$ cat src/rtl/instr_fetch_if.sv
// Instruction-memory fetch channel: level request/address out, data/valid back.
interface instr_fetch_if;
  logic        req;
  logic [31:0] addr;
  logic [31:0] rdata;
  logic        valid;

  modport master (
    output req,
    output addr,
    input  rdata,
    input  valid
  );

  modport slave (
    input  req,
    input  addr,
    output rdata,
    output valid
  );
endinterface

$ cat src/rtl/instr_fetch.sv
// Instruction fetch unit: owns the PC, fetches one word per instruction from imem, holds it
// for the decoder/datapath until retirement, then selects the next PC from jump/branch/zero.
module instr_fetch #(
  parameter logic [31:0] RESET_PC = 32'h0000_0000,
  parameter int unsigned CNT_W    = 32
) (
  input  logic             clk,
  input  logic             reset,
  instr_fetch_if.master    imem,
  output logic [31:0]      instr,
  output logic             instr_valid,
  output logic [31:0]      pc,
  output logic [31:0]      pc_plus4,
  input  logic             stall,
  input  logic             jump,
  input  logic             branch,
  input  logic             zero,
  output logic [CNT_W-1:0] retired
);

  typedef enum logic [0:0] {StFetch, StIssue} state_e;

  state_e             state_q, state_d;
  logic [31:0]        pc_q, pc_d;
  logic [31:0]        pc_plus4_q, pc_plus4_d;
  logic [31:0]        instr_q, instr_d;
  logic [CNT_W-1:0]   retired_q, retired_d;
  // Keeps imem_req low until the first clock edge after reset release.
  logic               req_en_q;
  logic [31:0]        next_pc;
  logic [31:0]        br_off;

  // Next-PC selection; jump wins over a taken branch.
  always_comb begin
    br_off = {{14{instr_q[15]}}, instr_q[15:0], 2'b00};
    if (jump) begin
      next_pc = {pc_plus4_q[31:28], instr_q[25:0], 2'b00};
    end else if (branch && zero) begin
      next_pc = pc_plus4_q + br_off;
    end else begin
      next_pc = pc_plus4_q;
    end
  end

  // FSM next-state, datapath register updates and handshake outputs.
  always_comb begin
    state_d     = state_q;
    pc_d        = pc_q;
    pc_plus4_d  = pc_plus4_q;
    instr_d     = instr_q;
    retired_d   = retired_q;
    imem.req    = 1'b0;
    instr_valid = 1'b0;
    unique case (state_q)
      StFetch: begin
        imem.req = req_en_q;
        // Responses are only accepted while a request is actually outstanding.
        if (req_en_q && imem.valid) begin
          instr_d = imem.rdata;
          state_d = StIssue;
        end
      end
      StIssue: begin
        instr_valid = 1'b1;
        if (!stall) begin
          pc_d       = next_pc;
          pc_plus4_d = next_pc + 32'd4;
          retired_d  = retired_q + CNT_W'(1);
          state_d    = StFetch;
        end
      end
      default: state_d = StFetch;
    endcase
  end

  // State and datapath registers with asynchronous reset.
  always_ff @(posedge clk or posedge reset) begin
    if (reset) begin
      state_q    <= StFetch;
      pc_q       <= RESET_PC;
      pc_plus4_q <= RESET_PC + 32'd4;
      instr_q    <= 32'h0;
      retired_q  <= '0;
      req_en_q   <= 1'b0;
    end else begin
      state_q    <= state_d;
      pc_q       <= pc_d;
      pc_plus4_q <= pc_plus4_d;
      instr_q    <= instr_d;
      retired_q  <= retired_d;
      req_en_q   <= 1'b1;
    end
  end

  assign imem.addr = pc_q;
  assign pc        = pc_q;
  assign pc_plus4  = pc_plus4_q;
  assign instr     = instr_q;
  assign retired   = retired_q;

endmodule

$ cat src/flat_wrapper.sv
// flat-port wrapper written by rule: the top's interface ports become plain ports
module instr_fetch_flat 
#(
  parameter logic [31:0] RESET_PC = 32'h0000_0000,
  parameter int unsigned CNT_W    = 32
)
  (clk, reset, instr, instr_valid, pc, pc_plus4, stall, jump, branch, zero, retired, imem_req, imem_addr, imem_rdata, imem_valid);
  instr_fetch_if imem_i ();
  input  logic clk;
  input  logic reset;
  output logic [31:0] instr;
  output logic instr_valid;
  output logic [31:0] pc;
  output logic [31:0] pc_plus4;
  input  logic stall;
  input  logic jump;
  input  logic branch;
  input  logic zero;
  output logic [CNT_W-1:0] retired;
  output wire logic [$bits(imem_i.req)-1:0] imem_req;
  output wire logic [$bits(imem_i.addr)-1:0] imem_addr;
  input wire logic [$bits(imem_i.rdata)-1:0] imem_rdata;
  input wire logic [$bits(imem_i.valid)-1:0] imem_valid;
  assign imem_req = imem_i.req;
  assign imem_addr = imem_i.addr;
  assign imem_i.rdata = imem_rdata;
  assign imem_i.valid = imem_valid;
  instr_fetch #(.RESET_PC(RESET_PC), .CNT_W(CNT_W)) u_core (.clk(clk), .reset(reset), .imem(imem_i), .instr(instr), .instr_valid(instr_valid), .pc(pc), .pc_plus4(pc_plus4), .stall(stall), .jump(jump), .branch(branch), .zero(zero), .retired(retired));
endmodule
$ cat config.mk
export PLATFORM = sky130hd
export DESIGN_NAME = instr_fetch_flat
export DESIGN_NICKNAME = d
export VERILOG_FILES = /design/src/rtl/instr_fetch_if.sv /design/src/rtl/instr_fetch.sv /design/src/flat_wrapper.sv
export SDC_FILE = /design/constraint.sdc
export NUM_CORES = 1
export LEC_CHECK = 0
export ABC_AREA = 1
export CORE_UTILIZATION = 42
export DETAILED_ROUTE_END_ITERATION = 10
export DONT_BUFFER_PORTS = 1
export PLACE_DENSITY = 0.61
export SKIP_LAST_GASP = 1
export SYNTH_ARGS = -nofsm -noshare
export SYNTH_HDL_FRONTEND = slang
export SYNTH_SLANG_ARGS = --single-unit
$ cat constraint.sdc
create_clock -name clk -period 3.4 [get_ports clk]
set_input_delay 0.34 -clock clk [delete_from_list [all_inputs] [get_ports clk]]
set_output_delay 0.34 -clock clk [all_outputs]
set_load 0.02 [all_outputs]
**Word-level counts from Yosys, hierarchy flattened**

Index checks and enable logic that the tools add are counted.

- Register bits after elaboration: 130
- Bits in latches: 0
- Bits in writable memories: 0
- Bits in read-only memories: 0
- Input bits: 39
- Output and inout port bits: 162
- Word-level logic and storage cells: 22
- Memories: 0

- $add $sub $neg: 3
- Multiply operators: 0
- Divide/modulo/power cells: 0
- $lt $le $gt $ge: 0
- Eq/ne operators: 0
- Shift-type cells: 0
- Multiplexer cells: 7
- Bitwise logic cells: 2
- Reduce and logical (&&, ||, !) cells: 4

Operators by type and width:

| operator | count |
|---|---|
| 32-bit 2-to-1 mux | 2 |
| 32-bit by 1-bit adder with 32-bit output (second input constant) | 1 |
| 32-bit by 3-bit adder with 32-bit output (second input constant) | 1 |
| 32-bit adder | 1 |
| 1-bit 2-to-1 mux | 4 |
| 2-bit AND reduction | 2 |
| 1-bit logical AND | 2 |
| 1-bit inverter | 2 |
| 1-bit case mux with 2 select lines | 1 |

**Depth between registers and ports, before layout**

Gate-level depths: netlist (run 1).

- Depth in word-level cells: 4
- Depth in mapped cells: 22
- Mapped depth without buffers: 22

**Least setup slack after synthesis (run 1)**

Ideal clock, no wire load.

- Path type: register -> register
- Start point: reg u_core.pc_plus4_q[2] (netlist: u_core.pc_plus4[2])
- End point: reg u_core.pc_plus4_q[26] (netlist: u_core.pc_plus4[26])
- Library setup time: 120 ps
- Arrival time: 2,744 ps
- Required time: 3,280 ps
- Setup slack: 535 ps
- Cell stages (with the launch flop): 19
- Buffers on the path: 0
- Clock period less this slack: 2,865 ps
- Path through: dfstp_2 ha_1 inv_1 fa_1 nand2_1 nand3_1 nand2_1 ha_1 inv_1 nor2_2 nand3_4 nor2_8 nand3_4 nor2_4 nand3_4 nor2_4 nand3_2 o21ai_1 nand2_1

- Cells in the longest elaborated chain, start to end: 4

Ends and longest elaborated chain:

| what | line | text |
|---|---|---|
| from (decl) | instr_fetch.sv:25 | `logic [31:0] pc_plus4_q, pc_plus4_d;` |
| from (signal assigned) | instr_fetch.sv:81 | `pc_plus4_q <= RESET_PC + 32'd4;` |
| from (signal assigned) | instr_fetch.sv:88 | `pc_plus4_q <= pc_plus4_d;` |
| 32-bit adder | instr_fetch.sv:39 | `next_pc = pc_plus4_q + br_off;` |
| 32-bit 2-to-1 mux | instr_fetch.sv:38 | `end else if (branch && zero) begin` |
| 32-bit 2-to-1 mux | instr_fetch.sv:36 | `if (jump) begin` |
| net u_core.next_pc[3] | instr_fetch.sv:30 | `logic [31:0] next_pc;` |
| 32-bit by 3-bit adder with 32-bit output | instr_fetch.sv:67 | `pc_plus4_d = next_pc + 32'd4;` |

The timed path passes the listed nets, and every way through them passes these cells.
A chain may end at the register's enable or synchronous reset.

**Final worst setup path (run 1)**

- Start point: reg u_core.pc_plus4_q[2] (netlist: u_core.pc_plus4[2])
- End point: reg u_core.pc_plus4_q[29] (netlist: u_core.pc_plus4[29])

- Cells in the longest elaborated chain, start to end: 4

Ends and longest elaborated chain:

| what | line |
|---|---|
| 32-bit adder | instr_fetch.sv:39 |
| 32-bit 2-to-1 mux (*) | instr_fetch.sv:38 |
| 32-bit 2-to-1 mux (*) | instr_fetch.sv:36 |
| 32-bit by 3-bit adder with 32-bit output (*) | instr_fetch.sv:67 |

Mark *: on every way between the ends. The rest lies on a longest branch, timed or not.

==> flow_metrics.py, run 1 <==
metrics = {
    "outcome": {
        "run_status": "complete, but fails checks",
        "violations": "hold timing",
    },
    "cells_and_area": {
        "finalInstanceArea_um2": 10200,
        "final_cell_mix": "nand2_1 (400), inv_1 (186), dfrtp_1 (125)",
        "diodes": 0,
        "instances_no_fill": 1620,
        "drive_gt1_share_pct": 13.9,
        "finish.net_count": 1403,
        "syn_to_final_growth_pct": 11.5,
        "final_common_cell": "nand2_1",
    },
    "grt": {
        "grt_pass1_wl_um": 44500,
        "grt_usage_pct": 26.4,
        "overflow": 0,
        "antenna_found_initial": 0,
        "grt_pass1_vias": 8026,
        "grt_max_degree": 87,
    },
    "placed_design": {
        "gp_congestion": 0.977,
        "dpl.hpwl_um": 22500,
        "port_buffers": 0,
        "placedCellCount": 1582,
        "dpl-instance-area_um2": 9530,
    },
    "timing": {
        "hold_viol": 28,
        "final_max_slew_viol_count": 0,
        "skew_ns": 0.00909,
        "final.min_clock_period_ns": 3.20,
        "tightest_slew_ns": 0.953,
        "fin_crit_sh_pct": 94.2,
        "whs_ns": -0.0177,
        "slew_headroom_pct": 36.3,
        "report.final.setup_viol": 0,
        "max_freq_ghz": 0.312,
        "rsz0062_at_grt": "true",
        "fin_setup_tns_ns": 0,
    },
    "cts": {
        "cts_tree": "yes",
        "clk_pin_slew_ns": 0.06,
        "cts_sinks": 126,
        "insertion_delay_ns": 0.42,
        "cts_buffers": 17,
        "htreeDepth": 4,
        "cts_hold_buf": 0,
        "cts-root-buf": "clkbuf_16",
        "clk_path_buf_depth": 2,
    },
    "worst_setup_path": {
        "path_max_fanout": 5,
        "reg2reg_from": "u_core.pc_plus4[2]",
        "cp.required_ns": 3.70,
        "crit_arrival_ns": 3.50,
        "setup.worst_path.end": "u_core.pc_plus4[29]",
        "slowest_delay_ns": 0.54,
        "startpoint_type": "flip-flop",
        "timing.rr.end": "u_core.pc_plus4[29]",
        "startpoint": "u_core.pc_plus4[2]",
        "end_kind": "flip-flop",
        "crit_type": "reg2reg",
        "ff2ff_path_depth": 17,
        "cp_common_cell": "nand3_1",
        "r2r_slack_ns": 0.20,
        "crit_slowest_cell": "dfstp_2",
        "worstPathCellList": "ha_1, inv_1, fa_1, inv_2, nand3_1, nand3_1, nand3_1, a21oi_4, nand3_2, nor2_2, nand3_1, nor2_2, nand4_1, nor2_2, nand3_1, nand2_1, nand3_1",
    },
    "logic_synthesis": {
        "synth_area_um2": 9160,
        "postSynthCellCount": 1316,
        "synth-seq-cells": 126,
        "synth_ff_type": "dfrtp_1",
        "async_reset_ff_share_pct": 100,
        "ys_seq_area_share_pct": 34.4,
        "synth_area_per_cell_um2": 6.96,
        "synth_edf_count": 0,
        "synthDistinctLibCells": 49,
        "yosysWarningCount": 0,
    },
    "floorplanning": {
        "die_w_um": 150,
        "start_util_pct": 43.2,
        "rows": 53,
        "dieArea_um2": 22400,
        "ioPinCount": 201,
        "die_y_um": 150,
        "core_um2": 21200,
    },
    "hold_path": {
        "hold_class": "in2async",
    },
    "route": {
        "dr.first_iter.drc_count": 724,
        "avgViaCountPerCell": 5.19,
        "drcViolationCount": 0,
        "via_count": 8410,
        "post_drt_wl_per_cell_um": 17.7,
        "wl_um": 28600,
        "drtAntennaViolNets": 0,
        "firstDrtPassIters": 6,
    },
    "pwr": {
        "peakVddDrop_uv": 435,
        "design_power_total_uw": 8690,
        "p_leak_uw": 0.00535,
        "pwr_density_cell_nw_per_um2": 851,
    },
    "run": {
        "cap_violations": 0,
    },
}
[routing by layer]
layer	vias up	track usage [%]	part of all wire, %
li1	4145	-	-
met1	3905	35.5	45
met2	317	41.6	45
met3	43	6.49	8.0
met4	0	8.13	2.0
met5	-	0	0
[critical path, delay by kind of cell, from the launching register on]
| family | cells | cell delay [ns] |
|---|---|---|
| and+or+nand+nor | 12 | 1.54 |
| adders and majority gates | 2 | 0.58 |
| DFF | 1 | 0.54 |
| AOI/OAI and AO/OA | 1 | 0.26 |
| buffers and inverters | 2 | 0.17 |
[cells in the mapped netlist, types with 16 or more instances]
| master | count | area (µm²) |
|---|---|---|
| ha_1 | 31 | 388 |
| o21ai_0 | 31 | 155 |
| a21oi_1 | 52 | 260 |
| xor2_1 | 24 | 210 |
| dfrtp_1 | 125 | 3130 |
| nand4_1 | 27 | 169 |
| mux2_2 | 27 | 304 |
| clkbuf_1 | 16 | 60.1 |
| nand2_1 | 403 | 1510 |
| nand3_1 | 97 | 485 |
| nor2_1 | 126 | 473 |
| buf_4 | 36 | 270 |
| inv_1 | 188 | 706 |
[area by class of cell]
class,count,area (µm²)
Fill cell,2205,11000
Multi-Input combinational cell,937,4940
Timing Repair Buffer,55,425
Tap cell,275,344
Sequential cell,126,3150
Clock buffer,17,425
Clock inverter,15,185
Inverter,195,741
[repair_timing]
action,4_1_cts,5_1_grt
setup endpoints to repair,0,15
resized for setup,0,10
setup buffers,0,6
[flip-flops by register name, summed over array words and instances, names as in the netlist]
name and cells:
u_core.instr 32, u_core.imem.addr 30, u_core.pc_plus4 30, u_core.state_q 1
u_core.req_en_q 1, u_core.retired 32
[through the flow]
| stage | utilization, % | hold WS [ns] | setup WS (ns) |
|---|---|---|---|
| after floorplan | - | 0.458 | 0.535 |
| after global placement | 44.9 | 0.459 | 0.163 |
| after detailed placement | 44.9 | 0.455 | 0.102 |
| after CTS | 47.8 | 0.00218 | 0.100 |
| after global routing | 48.1 | 0.0245 | -0.0434 |
| final | 48.1 | -0.0177 | 0.198 |
[how the worst min path moves through the flow]
stage | from | to | slack [ns] | cells past startpoint
2_1_floorplan | stall | u_core.state_q | 0.46 | 2
3_3_place_gp | reset | u_core.imem.addr[9] | 0.46 | 1
3_5_place_dp | reset | u_core.imem.addr[5] | 0.45 | 1
4_1_cts | reset | u_core.imem.addr[5] | 0.002 | 1
5_1_grt | reset | u_core.imem.addr[5] | 0.02 | 1
6_report | reset | u_core.imem.addr[9] | -0.02 | 1
[cells by family after synthesis]
logic type / after synthesis / share of synthesized area (%)
multiplexers: 29 / 3.54
AO/OA/AOI/OAI: 110 / 6.73
flip-flops: 126 / 34.4
AND/OR/NAND/NOR: 722 / 35.0
XOR/XNOR: 37 / 3.54
other: 2 / 0.0820
adder cells (fa/ha/maj): 32 / 4.45
buffers and inverters: 258 / 12.2
[power by group]
| part | internal [µW] | leakage (µW) | switching (µW) |
|---|---|---|---|
| clock | 1160 | 0.000300 | 752 |
| combinational | 1340 | 0.00351 | 2650 |
| sequential | 1870 | 0.00153 | 911 |
No activity file was read; power rests on OpenSTA's default activity.
==> run 2, diff against run 1 <==
--- a/config.mk
+++ b/config.mk
@@ -9,6 +9,7 @@
 export CORE_UTILIZATION = 42
 export DETAILED_ROUTE_END_ITERATION = 10
 export DONT_BUFFER_PORTS = 1
+export GPL_TIMING_DRIVEN = 0
 export PLACE_DENSITY = 0.61
 export SKIP_LAST_GASP = 1
 export SYNTH_ARGS = -nofsm -noshare
==> run 2 against run 1 <==
  * The flow now finishes without violations
  * Count of clock-buffer cells in the layout rose by 3
  * Sequential power up 6%
  * Worst hold slack better by 0.067 ns
  * Register-to-register slack got worse by 0.03 ns
==> flow_metrics.py, run 2 (same netlist as run 1, synthesis figures left out) <==
metrics = {
    "pwr": {
        "switchingPower_uw": 4200,
        "pwr_density_cell_nw_per_um2": 836,
        "pwr-share-clk_pct": 22.4,
        "p_leak_uw": 0.00537,
        "power_frac_comb_pct": 43.6,
        "peakVddDrop_uv": 397,
        "pwr-share-seq_pct": 34.1,
        "sw_frac_of_total_pct": 48.3,
        "p_int_uw": 4490,
    },
    "timing": {
        "slew_headroom_pct": 48.0,
        "rsz0062_at_grt": "true",
        "final.min_clock_period_ns": 3.24,
        "max_freq_ghz": 0.309,
        "fin_crit_sh_pct": 95.2,
        "whs_ns": 0.0489,
        "fin_setup_tns_ns": 0,
        "tightest_slew_ns": 0.780,
        "report.final.setup_viol": 0,
        "skew_ns": 0.00833,
        "final_max_slew_viol_count": 0,
        "hold_viol": 0,
    },
    "floorplanning": {
        "rows": 53,
        "core_um2": 21200,
        "start_util_pct": 43.2,
        "ioPinCount": 201,
        "die_w_um": 150,
        "dieArea_um2": 22400,
        "die_y_um": 150,
    },
    "cts": {
        "cts_sinks": 126,
        "htreeDepth": 4,
        "clk_path_buf_depth": 2,
        "cts_buffers": 17,
        "clk_pin_slew_ns": 0.06,
        "insertion_delay_ns": 0.42,
        "cts_tree": "yes",
        "cts-root-buf": "clkbuf_16",
    },
    "worst_setup_path": {
        "startpoint_type": "flip-flop",
        "end_kind": "flip-flop",
        "cp.required_ns": 3.71,
        "path_max_fanout": 4,
        "crit_arrival_ns": 3.55,
        "crit_type": "reg2reg",
    },
    "outcome": {
        "run_status": "complete, no violations",
    },
    "cells_and_area": {
        "multi_input_area_um2": 5030,
        "final_cell_mix": "nand2_1 (399), inv_1 (186), dfrtp_1 (122)",
        "finish.net_count": 1422,
        "final_common_cell": "nand2_1",
        "syn_to_final_growth_pct": 13.5,
        "fillers": 2115,
        "seqCellArea_um2": 3160,
        "drive_gt1_share_pct": 14.8,
        "diodes": 0,
    },
    "route": {
        "firstDrtPassIters": 7,
        "via_count": 8480,
        "dr.first_iter.drc_count": 613,
        "avgViaCountPerCell": 5.18,
        "post_drt_wl_per_cell_um": 17.2,
        "wl_um": 28200,
        "drcViolationCount": 0,
        "drtAntennaViolNets": 0,
    },
    "grt": {
        "grt_usage_pct": 25.5,
        "grt_pass1_wl_um": 42900,
        "grt_max_degree": 38,
        "antenna_found_initial": 0,
        "overflow": 0,
        "grt_pass1_vias": 7917,
    },
    "placed_design": {
        "gp_congestion": 0.942,
        "dpl.hpwl_um": 22500,
        "port_buffers": 0,
    },
    "run": {
        "cap_violations": 0,
    },
    "hold_path": {
        "hold_class": "in2reg",
    },
}
run 2: path summary, 6_finish.rpt:
check / cells past startpoint / start / to / slack [ns]
max: 18 / u_core.pc_plus4[2] / u_core.pc_plus4[20] / 0.16
min: 2 / stall / u_core.state_q / 0.05
max reg2reg: 18 / u_core.pc_plus4[2] / u_core.pc_plus4[20] / 0.16
min reg2reg: 2 / u_core.pc_plus4[2] / u_core.pc_plus4[2] / 0.59
max in group asynchronous: 4 / reset / u_core.pc_plus4[20] / 2.15
min in group asynchronous: 2 / reset / u_core.instr[8] / 0.44
run 2: area by class of cell:
cell class	count	area share, %
flip-flops and latches	126	30.4
clock buffers	20	4.39
well taps	275	3.31
repair buffers	11	1.18
plain buffers	63	3.66
inverters	195	7.12
multi-input cells	937	48.4
clock inverters	11	1.59
run 2: through the flow:
stage               power, µW  worst slack (ns)  area, µm²  util, %  cells
detailed placement       6590           -0.0654       9590     45.2   1599
global route             9330           -0.0324      10400     49.0   1638
finish                   8690             0.163      10400     49.0   1638
CTS                      8560            0.0189      10200     48.2   1631
floorplan                5630             0.535       9190        -   1321
global placement         6540           -0.0388       9530     44.9   1596
run 2: what timing repair did:
| item | CTS | global route |
|---|---|---|
| endpoints found under the setup margin | 8 | 17 |
| hold endpoints to repair | 18 | 0 |
| gates resized for setup | 2 | 32 |
| buffers inserted | 0 | 7 |
| hold buffers | 1 | 0 |
| pin swaps | 1 | 8 |
run 2: power by group through the flow:
stage	Clock, µW	Sequential, µW	Combinational, µW
detailed placement	0	2990	3610
CTS	1960	2960	3640
global placement	0	2980	3570
floorplan	0	2700	2930
global route	2020	3010	4300
finish	1940	2960	3790
run 2: critical path, cell delays in order (launching register included):
cell and delay, ns:
dfstp_2 0.64, ha_4 0.16, inv_1 0.04, fa_1 0.43
nand2_1 0.08, nand3_1 0.11, nand2_2 0.12, ha_1 0.17
inv_1 0.08, nor2_4 0.15, nand3_4 0.12, nor2_8 0.16
nand3_4 0.08, nor2_4 0.14, nand4_1 0.22, nor2_2 0.19
nand3_1 0.08, o21ai_1 0.09, inv_1 0.05
run 2: metal layers:
layer	share of wire, %	global-route usage, %	vias to the layer above
li1	-	-	4181
met1	45	34.2	3967
met2	46	41.0	282
met3	6.3	4.97	50
met4	2.5	8.38	0
met5	0	0	-
==> run 3, diff against run 2 <==
--- a/config.mk
+++ b/config.mk
@@ -6,6 +6,7 @@
 export NUM_CORES = 1
 export LEC_CHECK = 0
 export ABC_AREA = 1
+export CAP_MARGIN = 15
 export CORE_UTILIZATION = 42
 export DETAILED_ROUTE_END_ITERATION = 10
 export DONT_BUFFER_PORTS = 1
==> constraint.sdc (replaced) <==
create_clock -name clk -period 3.4 [get_ports clk]
set_input_delay 0.51 -clock clk [delete_from_list [all_inputs] [get_ports clk]]
set_output_delay 0.51 -clock clk [all_outputs]
set_load 0.02 [all_outputs]
==> run 3 against run 2 <==
  * Combinational power barely moved
  * Sequential share of layout area rose by 0.15 points
  * Worst hold slack improved by 0.18 ns
  * Worst setup slack improved by 0.015 ns
  * Via count fell by 1.4%
  * Maximum frequency rose by 0.46%
  * Clock skew rose by 0.0033 ns
  * Critical path depth did not move
  * Power fell by 1.1%
  * Final area fell by 0.58%
==> flow_metrics.py, run 3 (same netlist as run 1, synthesis figures left out) <==
metrics = {
    "outcome": {
        "run_status": "complete, no violations",
    },
    "cts": {
        "clk_path_buf_depth": 2,
        "insertion_delay_ns": 0.42,
        "cts_sinks": 126,
        "clk_pin_slew_ns": 0.06,
        "cts-root-buf": "clkbuf_16",
        "htreeDepth": 4,
        "cts_tree": "yes",
        "cts_buffers": 17,
    },
    "grt": {
        "busiest_layer": "met2",
        "overflow": 0,
        "grt_max_degree": 38,
        "grt_use_met1_pct": 34.7,
        "grt_util_met2_pct": 41.0,
        "met3_usage_pct": 4.94,
        "grt_pass1_vias": 7797,
        "antenna_found_initial": 0,
        "grt_pass1_wl_um": 43100,
        "grt_usage_pct": 25.7,
    },
    "worst_setup_path": {
        "worstPathCellList": "ha_4, inv_1, fa_1, nand2_1, nand3_1, nand2_1, ha_1, inv_1, nor2_4, nand3_4, nor2_8, nand3_4, nor2_4, nand4_1, nor2_2, nand3_1, o21ai_1, inv_1",
        "path_max_fanout": 7,
        "startpoint_type": "flip-flop",
        "cp.required_ns": 3.71,
        "crit_type": "reg2reg",
        "crit_arrival_ns": 3.53,
        "crit_slowest_cell": "dfstp_2",
        "cp_top_family": "simple AND/OR/NAND/NOR gates",
        "cp_common_cell": "inv_1",
        "end_kind": "flip-flop",
        "critical_path_buf_inv_count": 3,
        "slowest_delay_ns": 0.64,
    },
    "cells_and_area": {
        "final_common_cell": "nand2_1",
        "final_cell_mix": "nand2_1 (400), inv_1 (186), dfrtp_1 (124)",
        "diodes": 0,
        "syn_to_final_growth_pct": 12.9,
        "finish.net_count": 1419,
        "drive_gt1_share_pct": 14.2,
    },
    "floorplanning": {
        "rows": 53,
        "die_y_um": 150,
        "ioPinCount": 201,
        "start_util_pct": 43.2,
        "die_w_um": 150,
        "core_um2": 21200,
        "dieArea_um2": 22400,
    },
    "timing": {
        "max_freq_ghz": 0.310,
        "hold_viol": 0,
        "slew_headroom_pct": 50.5,
        "rsz0062_at_grt": "true",
        "whs_ns": 0.225,
        "final_max_slew_viol_count": 0,
        "final.min_clock_period_ns": 3.22,
        "fin_setup_tns_ns": 0,
        "fin_crit_sh_pct": 94.8,
        "skew_ns": 0.0117,
        "report.final.setup_viol": 0,
        "tightest_slew_ns": 0.742,
    },
    "route": {
        "firstDrtPassIters": 6,
        "drtAntennaViolNets": 0,
        "dr.first_iter.drc_count": 598,
        "post_drt_wl_per_cell_um": 17.1,
        "drcViolationCount": 0,
        "avgViaCountPerCell": 5.11,
        "via_count": 8358,
        "wl_um": 28000,
    },
    "pwr": {
        "design_power_total_uw": 8600,
        "pwr_density_cell_nw_per_um2": 831,
        "p_leak_uw": 0.00534,
        "peakVddDrop_uv": 417,
    },
    "placed_design": {
        "gp_congestion": 0.942,
        "port_buffers": 0,
        "dpl.hpwl_um": 22500,
    },
    "hold_path": {
        "hold_class": "in2reg",
    },
    "run": {
        "cap_violations": 0,
    },
}
==> run 3: cell types whose count changed in the layout (fill, tap and decap cells not counted), sizes merged <==
| cell | delta |
|---|---|
| clkbuf | +1 |
| clkinv | -2 |
| inv | +1 |
| bufinv | -1 |
| clkinvlp | +1 |
| buf | -3 |
==> run 3: layout make-up <==
| cell class | instances | area, µm² |
|---|---|---|
| clock buffers | 21 | 460 |
| repair buffers | 8 | 100 |
| inverters | 195 | 741 |
| fillers | 2172 | 10900 |
| clock inverters | 10 | 138 |
| multi-input cells | 937 | 5020 |
| flip-flops and latches | 126 | 3160 |
| plain buffers | 63 | 380 |
| well taps | 275 | 344 |
==> run 3: metrics by stage <==
step | instance area, µm² | worst slack, ns | utilization [%] | instances
detailed placement | 9590 | -0.0572 | 45.2 | 1599
global route | 10300 | -0.0564 | 48.8 | 1635
finish | 10300 | 0.178 | 48.8 | 1635
global placement | 9530 | -0.0388 | 44.9 | 1596
floorplan | 9190 | 0.535 | - | 1321
CTS | 10200 | 0.0191 | 48.1 | 1631
==> run 3: metal layers <==
metal / wire length (µm) / up-vias
li1: - / 4173
met1: 12600 / 3862
met2: 12900 / 276
met3: 1770 / 47
met4: 712 / 0
met5: 0 / -
==> run 3: what timing repair did <==
item                                    in CTS  in global routing
setup buffers                                0                  4
endpoints found under the setup margin      10                 17
hold endpoints to repair                    11                  0
pin swaps                                    1                  7
resized for setup                            2                 28
hold buffers                                 1                  0
==> run 3: worst paths after layout <==
kind	cells after the start	start	slack, ns	end
min reg2reg	2	u_core.pc_plus4[2]	0.59	u_core.pc_plus4[2]
max	18	u_core.pc_plus4[2]	0.18	u_core.pc_plus4[20]
min	2	stall	0.22	u_core.state_q
max reg2reg	18	u_core.pc_plus4[2]	0.18	u_core.pc_plus4[20]
max in group asynchronous	4	reset	1.98	u_core.pc_plus4[20]
min in group asynchronous	2	reset	0.61	u_core.instr[12]
==> run 3: power breakdown <==
part / internal, µW / switching [µW] / leakage (µW)
registers: 1870 / 1090 / 0.00153
clock network: 1190 / 687 / 0.000289
logic: 1350 / 2420 / 0.00352
total: 4410 / 4190 / 0.00534
